### src/rtl/rvm_session_ctrl.sv
// Reverse vending machine session/credit controller: counts classifier pulses,
// tracks bin fill, accumulates credit and runs the voucher req/ack handshake.
module rvm_session_ctrl #(
    parameter int unsigned BOTTLE_VALUE = 10,
    parameter int unsigned CAN_VALUE    = 5,
    parameter int unsigned CREDIT_W     = 12,
    parameter int unsigned BIN_W        = 8,
    parameter int unsigned BOTTLE_CAP   = 50,
    parameter int unsigned CAN_CAP      = 80,
    parameter int unsigned IDLE_TO      = 1000,
    parameter int unsigned ACK_TO       = 200
) (
    input  logic                clk,
    input  logic                reset,
    input  logic                bottle_pulse,
    input  logic                can_pulse,
    input  logic                reject_pulse,
    input  logic                finish_btn,
    input  logic                service_clr,
    input  logic                voucher_ack,
    output logic                intake_en,
    output logic                voucher_req,
    output logic [CREDIT_W-1:0] voucher_amount,
    output logic [CREDIT_W-1:0] credit,
    output logic                bottle_full,
    output logic                can_full,
    output logic                session_active,
    output logic [3:0]          reject_cnt,
    output logic                fault
);

    typedef enum logic [1:0] {
        S_IDLE,
        S_ACTIVE,
        S_PAYOUT,
        S_FAULT
    } state_t;

    localparam int unsigned IT_W = $clog2(IDLE_TO + 1);
    localparam int unsigned AT_W = $clog2(ACK_TO + 1);

    localparam logic [IT_W-1:0]     IDLE_LAST  = IT_W'(IDLE_TO - 1);
    localparam logic [AT_W-1:0]     ACK_LAST   = AT_W'(ACK_TO - 1);
    localparam logic [CREDIT_W-1:0] CREDIT_MAX = '1;
    localparam logic [BIN_W-1:0]    BIN_MAX    = '1;
    localparam logic [CREDIT_W:0]   BOTTLE_INC = (CREDIT_W + 1)'(BOTTLE_VALUE);
    localparam logic [CREDIT_W:0]   CAN_INC    = (CREDIT_W + 1)'(CAN_VALUE);
    localparam logic [BIN_W-1:0]    BOTTLE_LIM = BIN_W'(BOTTLE_CAP);
    localparam logic [BIN_W-1:0]    CAN_LIM    = BIN_W'(CAN_CAP);

    state_t              state_q, state_d;
    logic                fin_prev_q;
    logic [CREDIT_W-1:0] credit_q, credit_d;
    logic [CREDIT_W-1:0] amount_q, amount_d;
    logic                req_q, req_d;
    logic [BIN_W-1:0]    bottle_bin_q, bottle_bin_d;
    logic [BIN_W-1:0]    can_bin_q, can_bin_d;
    logic                bottle_full_q, bottle_full_d;
    logic                can_full_q, can_full_d;
    logic                intake_q, intake_d;
    logic                active_q, active_d;
    logic                fault_q, fault_d;
    logic [3:0]          rej_q, rej_d;
    logic [IT_W-1:0]     idle_tmr_q, idle_tmr_d;
    logic [AT_W-1:0]     ack_tmr_q, ack_tmr_d;

    logic                fin_edge;
    logic                any_pulse;
    logic [CREDIT_W:0]   item_val;
    logic [CREDIT_W:0]   credit_sum;
    logic [CREDIT_W-1:0] credit_add;
    logic [3:0]          rej_inc;

    always_comb begin
        fin_edge   = finish_btn & ~fin_prev_q;
        any_pulse  = bottle_pulse | can_pulse | reject_pulse;
        item_val   = (bottle_pulse ? BOTTLE_INC : '0) + (can_pulse ? CAN_INC : '0);
        credit_sum = {1'b0, credit_q} + item_val;
        credit_add = credit_sum > {1'b0, CREDIT_MAX} ? CREDIT_MAX : credit_sum[CREDIT_W-1:0];
        rej_inc    = (reject_pulse && rej_q != 4'hF) ? rej_q + 4'd1 : rej_q;

        state_d    = state_q;
        credit_d   = credit_q;
        amount_d   = amount_q;
        req_d      = req_q;
        rej_d      = rej_q;
        idle_tmr_d = idle_tmr_q;
        ack_tmr_d  = ack_tmr_q;

        // Bins count items in flight in every state; service_clr overrides a same-cycle pulse
        bottle_bin_d = (bottle_pulse && bottle_bin_q != BIN_MAX) ? bottle_bin_q + 1'b1 : bottle_bin_q;
        can_bin_d    = (can_pulse && can_bin_q != BIN_MAX) ? can_bin_q + 1'b1 : can_bin_q;
        if (service_clr) begin
            bottle_bin_d = '0;
            can_bin_d    = '0;
        end

        case (state_q)
            S_IDLE: begin
                if (any_pulse) begin
                    state_d    = S_ACTIVE;
                    credit_d   = credit_add;
                    rej_d      = rej_inc;
                    idle_tmr_d = '0;
                end
            end
            S_ACTIVE: begin
                credit_d   = credit_add;
                rej_d      = rej_inc;
                idle_tmr_d = any_pulse ? '0 : idle_tmr_q + 1'b1;
                // Same-cycle items are already folded into credit_add before the payout decision
                if (fin_edge || idle_tmr_q == IDLE_LAST) begin
                    idle_tmr_d = '0;
                    if (credit_add != '0) begin
                        state_d   = S_PAYOUT;
                        amount_d  = credit_add;
                        req_d     = 1'b1;
                        ack_tmr_d = '0;
                    end else begin
                        state_d = S_IDLE;
                        rej_d   = '0;
                    end
                end
            end
            S_PAYOUT: begin
                if (voucher_ack) begin
                    state_d  = S_IDLE;
                    req_d    = 1'b0;
                    credit_d = '0;
                    rej_d    = '0;
                    amount_d = '0;
                end else if (ack_tmr_q == ACK_LAST) begin
                    state_d = S_FAULT;
                    req_d   = 1'b0;
                end else begin
                    ack_tmr_d = ack_tmr_q + 1'b1;
                end
            end
            S_FAULT: begin
                state_d = S_FAULT;
            end
            default: begin
                state_d = S_IDLE;
            end
        endcase

        bottle_full_d = bottle_bin_d >= BOTTLE_LIM;
        can_full_d    = can_bin_d >= CAN_LIM;
        intake_d      = (state_d == S_IDLE || state_d == S_ACTIVE) && !bottle_full_d && !can_full_d;
        active_d      = (state_d == S_ACTIVE);
        fault_d       = (state_d == S_FAULT);
    end

    always_ff @(posedge clk) begin
        if (reset) begin
            state_q       <= S_IDLE;
            fin_prev_q    <= 1'b0;
            credit_q      <= '0;
            amount_q      <= '0;
            req_q         <= 1'b0;
            bottle_bin_q  <= '0;
            can_bin_q     <= '0;
            bottle_full_q <= 1'b0;
            can_full_q    <= 1'b0;
            intake_q      <= 1'b1;
            active_q      <= 1'b0;
            fault_q       <= 1'b0;
            rej_q         <= '0;
            idle_tmr_q    <= '0;
            ack_tmr_q     <= '0;
        end else begin
            state_q       <= state_d;
            fin_prev_q    <= finish_btn;
            credit_q      <= credit_d;
            amount_q      <= amount_d;
            req_q         <= req_d;
            bottle_bin_q  <= bottle_bin_d;
            can_bin_q     <= can_bin_d;
            bottle_full_q <= bottle_full_d;
            can_full_q    <= can_full_d;
            intake_q      <= intake_d;
            active_q      <= active_d;
            fault_q       <= fault_d;
            rej_q         <= rej_d;
            idle_tmr_q    <= idle_tmr_d;
            ack_tmr_q     <= ack_tmr_d;
        end
    end

    assign intake_en      = intake_q;
    assign voucher_req    = req_q;
    assign voucher_amount = amount_q;
    assign credit         = credit_q;
    assign bottle_full    = bottle_full_q;
    assign can_full       = can_full_q;
    assign session_active = active_q;
    assign reject_cnt     = rej_q;
    assign fault          = fault_q;

endmodule

### config.mk
export PLATFORM = sky130hd
export DESIGN_NAME = rvm_session_ctrl
export DESIGN_NICKNAME = d
export VERILOG_FILES = /design/src/rtl/rvm_session_ctrl.sv
export SDC_FILE = /design/constraint.sdc
export NUM_CORES = 1
export LEC_CHECK = 0
export CAP_MARGIN = 25
export CORE_UTILIZATION = 56
export DETAILED_ROUTE_END_ITERATION = 10
export GPL_ROUTABILITY_DRIVEN = 0
export GPL_TIMING_DRIVEN = 0
export PLACE_DENSITY = 0.79
export SLEW_MARGIN = 20
export SYNTH_ARGS = -nofsm -noshare
export SYNTH_HDL_FRONTEND = slang
export SYNTH_SLANG_ARGS = --single-unit
### constraint.sdc
create_clock -name clk -period 3.85 [get_ports clk]
set_clock_uncertainty 0.1 [all_clocks]
set_input_delay 0.385 -clock clk [delete_from_list [all_inputs] [get_ports clk]]
set_output_delay 0.385 -clock clk [all_outputs]
set_load 0.01 [all_outputs]
==> results.toml <==
[sta]
final-hold-violation-count = 0
min_period_ps = 3680
finalCritPeriodShare_pct = 95.7
hold_ws_ps = 383
setup-violations-final = 0
slew_violations = 0
tightest_slew_ps = 733
slew_headroom_pct = 50.8
fin_ws_ps = 165
finalSetupTns_ps = 0
rsz0062_at_grt = "false"
max_freq_mhz = 271

[clock_network]
cts_made_buffers = 9
cts_tree = "yes"
cts_buffer_depth = 2
clk_transition_reported_paths_ps = 90
worstSkewPairLatency_ps = 350
htreeDepth = 3
cts_root_buffer = "clkbuf_8"
clock_sinks = 71
cts_hold_buf = 0

[synthesis]
synth.distinct_cells = 64
synth_top_family_by_area = "compound AO/OA/AOI/OAI gates"
yosys-top-cells-area = "dfxtp_1 35%, nor2_1 5.8%, ha_1 4.4%"
async_reset_ff_share_pct = 0
synth-compound-area-share_pct = 23.7
synth_top_area_cell = "dfxtp_1"
ys_seq_elements = 71
synth_xor_area_share_pct = 5.89
ys.flop_type = "dfxtp_1"
syn_avg_cell_area_um2 = 8.36
synth_edf_count = 0
yosysTopAreaCellShare_pct = 35.4
ys_seq_area_share_pct = 35.4
synthSimpleGateAreaFrac_pct = 20.9
syn-num-nets = 503
synthMuxAreaShare_pct = 3.12
netlist_area_um2 = 4010
yosysWarningCount = 0
synthCells = 480
synthAdderAreaFrac_pct = 4.86

[hold_path]
hp-class = "reg -> reg"

[route]
wire_per_inst_um = 14.5
vias = 3700
drt_pass1_iterations = 5
drt-vias-per-instance = 5.85
routed_wl_um = 9210
drtIter0Drc = 239
drc = 0
antenna_left = 0

[worst_setup_path]
end_kind = "register"
worst_setup_path_start_kind = "primary input"
required_ps = 3960
worst_path_dominant_cell_family = "compound AO/OA/AOI/OAI gates"
cpPeakStageDelay_ps = 590
path_class = "in -> reg"
arrival_ps = 3790
critPathMaxFanout = 10
path_buf_inv = 4
cpMaxStageDelayCell = "clkdlybuf4s50_1"
path_cells = "clkdlybuf4s50_1, ha_1, inv_1, fa_1, nand2b_1, a21oi_1, mux2i_2, o2111ai_1, o311ai_4, buf_12, or3_1, buf_6, o32ai_2"

[floorplanning]
row_count = 30
dieArea_um2 = 7510
ios = 42
start_util_pct = 58.4
die_h_um = 86.7
die_width_um = 86.7
core_area_um2 = 6870

[power_and_ir_drop]
vdd.ir_drop.worst_v = 0.000217
seqPwrFrac_pct = 43.4
clkPwrFrac_pct = 36.6
p_sw_uw = 526
p_int_mw = 1.29
combPwrFrac_pct = 20.0
power_mw = 1.81
p_leak_nw = 1.65
power.density_nw_per_um2 = 379
switching_share_pct = 29.0

[flow_run]
drv_cap = 0

[run_status]
status = "completed"

[global_route]
grt_usage_pct = 25.3
grt_pass1_wl_um = 15100
grt_overflow = 0
grt_max_degree = 14
antenna_found_initial = 0
grt_pass1_vias = 3392

[cells_and_area]
final_common_cell = "dfxtp_1"
layout_common_cells = "71 x dfxtp_1, 62 x nor2_1, 40 x clkdlybuf4s50_1"
fin_nets = 555
drive_above_1_share_pct = 8.19
final_util_pct = 69.7
area.growth.synth_to_final_pct = 19.3
antenna_cells_inserted = 0

[place]
hpwl_um = 6650
dp_slack_ps = -277
numPortBuffers = 40
[state kept, by name, summed over array words and instances, names as in the netlist, 2 cells and up]
register,count
voucher_amount,12
state_q,2
bottle_bin_q,8
ack_tmr_q,8
can_bin_q,8
credit,12
idle_tmr_q,10
reject_cnt,4
[kinds of logic (layout without fill, tap and decap cells)]
family | after synthesis | count (layout)
simple gates | 172 | 172
compound gates | 124 | 124
flops | 71 | 71
buf+inv | 59 | 116
xor+xnor | 27 | 27
fa+ha+maj | 15 | 15
mux | 12 | 12
[metal layers]
layer	GRT usage (%)	share of wire (%)	wire, um
met5	0	0	0
met4	12.3	2.2	201
met3	3.52	5.0	459
met2	41.9	47	4360
met1	32.3	45	4190
[power groups by stage]
stage,Combinational [mW],Clock [mW],Sequential [mW]
global placement,0.337,0,0.802
CTS,0.351,0.675,0.787
global route,0.395,0.704,0.791
finish,0.362,0.664,0.788
detailed placement,0.348,0,0.804
floorplan,0.230,0,0.809
[what timing repair did]
| item | in CTS | in global routing |
|---|---|---|
| setup endpoints to repair | 0 | 24 |
| gates resized for setup | 0 | 3 |
| buffers inserted | 0 | 1 |
[synthesized netlist by cell type, types with 4 or more instances]
library cell	count
dfxtp_1	71
nor2_1	62
inv_1	37
a21oi_1	28
nand2_1	28
o21ai_0	19
nand3_1	18
clkbuf_1	15
o211ai_1	15
ha_1	14
nand4_1	14
xor2_1	14
xnor2_1	13
mux2i_1	11
o32ai_2	10
a22oi_1	8
nor3_1	7
or3_1	7
a31oi_1	6
and3_1	6
nor4_1	5
o22ai_1	5
nand2b_1	4
[per-stage QoR]
step,cells,area [um2]
4_1_cts,632,4750
3_3_place_gp,616,4530
3_5_place_dp,616,4530
5_1_grt,633,4790
6_report,633,4790
2_1_floorplan,480,4010
[tightest hold or removal path, delay by kind of cell (launching register included)]
| family | cells | cell delay [ps] |
|---|---|---|
| flops | 1 | 330 |
| compound gates | 1 | 50 |
| simple gates | 1 | 60 |
[worst paths after layout]
kind,depth (start not counted),slack (ps),endpoint,startpoint
min,2,380,credit[0]$_SDFFE_PP0P_,credit[0]$_SDFFE_PP0P_
max reg2reg,12,460,voucher_amount[4]$_SDFFE_PP0P_,credit[0]$_SDFFE_PP0P_
max,13,170,voucher_amount[4]$_SDFFE_PP0P_,can_pulse
min reg2reg,2,380,credit[0]$_SDFFE_PP0P_,credit[0]$_SDFFE_PP0P_
[cell type report]
class                           count  area, um2
Multi-Input combinational cell    350       2360
Fill cell                         554       2080
Sequential cell                    71       1420
Timing Repair Buffer               41        420
Inverter                           38        143
Clock buffer                       10        128
Tap cell                           96        120
Buffer                             21        101
Clock inverter                      6       92.6
(Power assumes the default switching activity.)
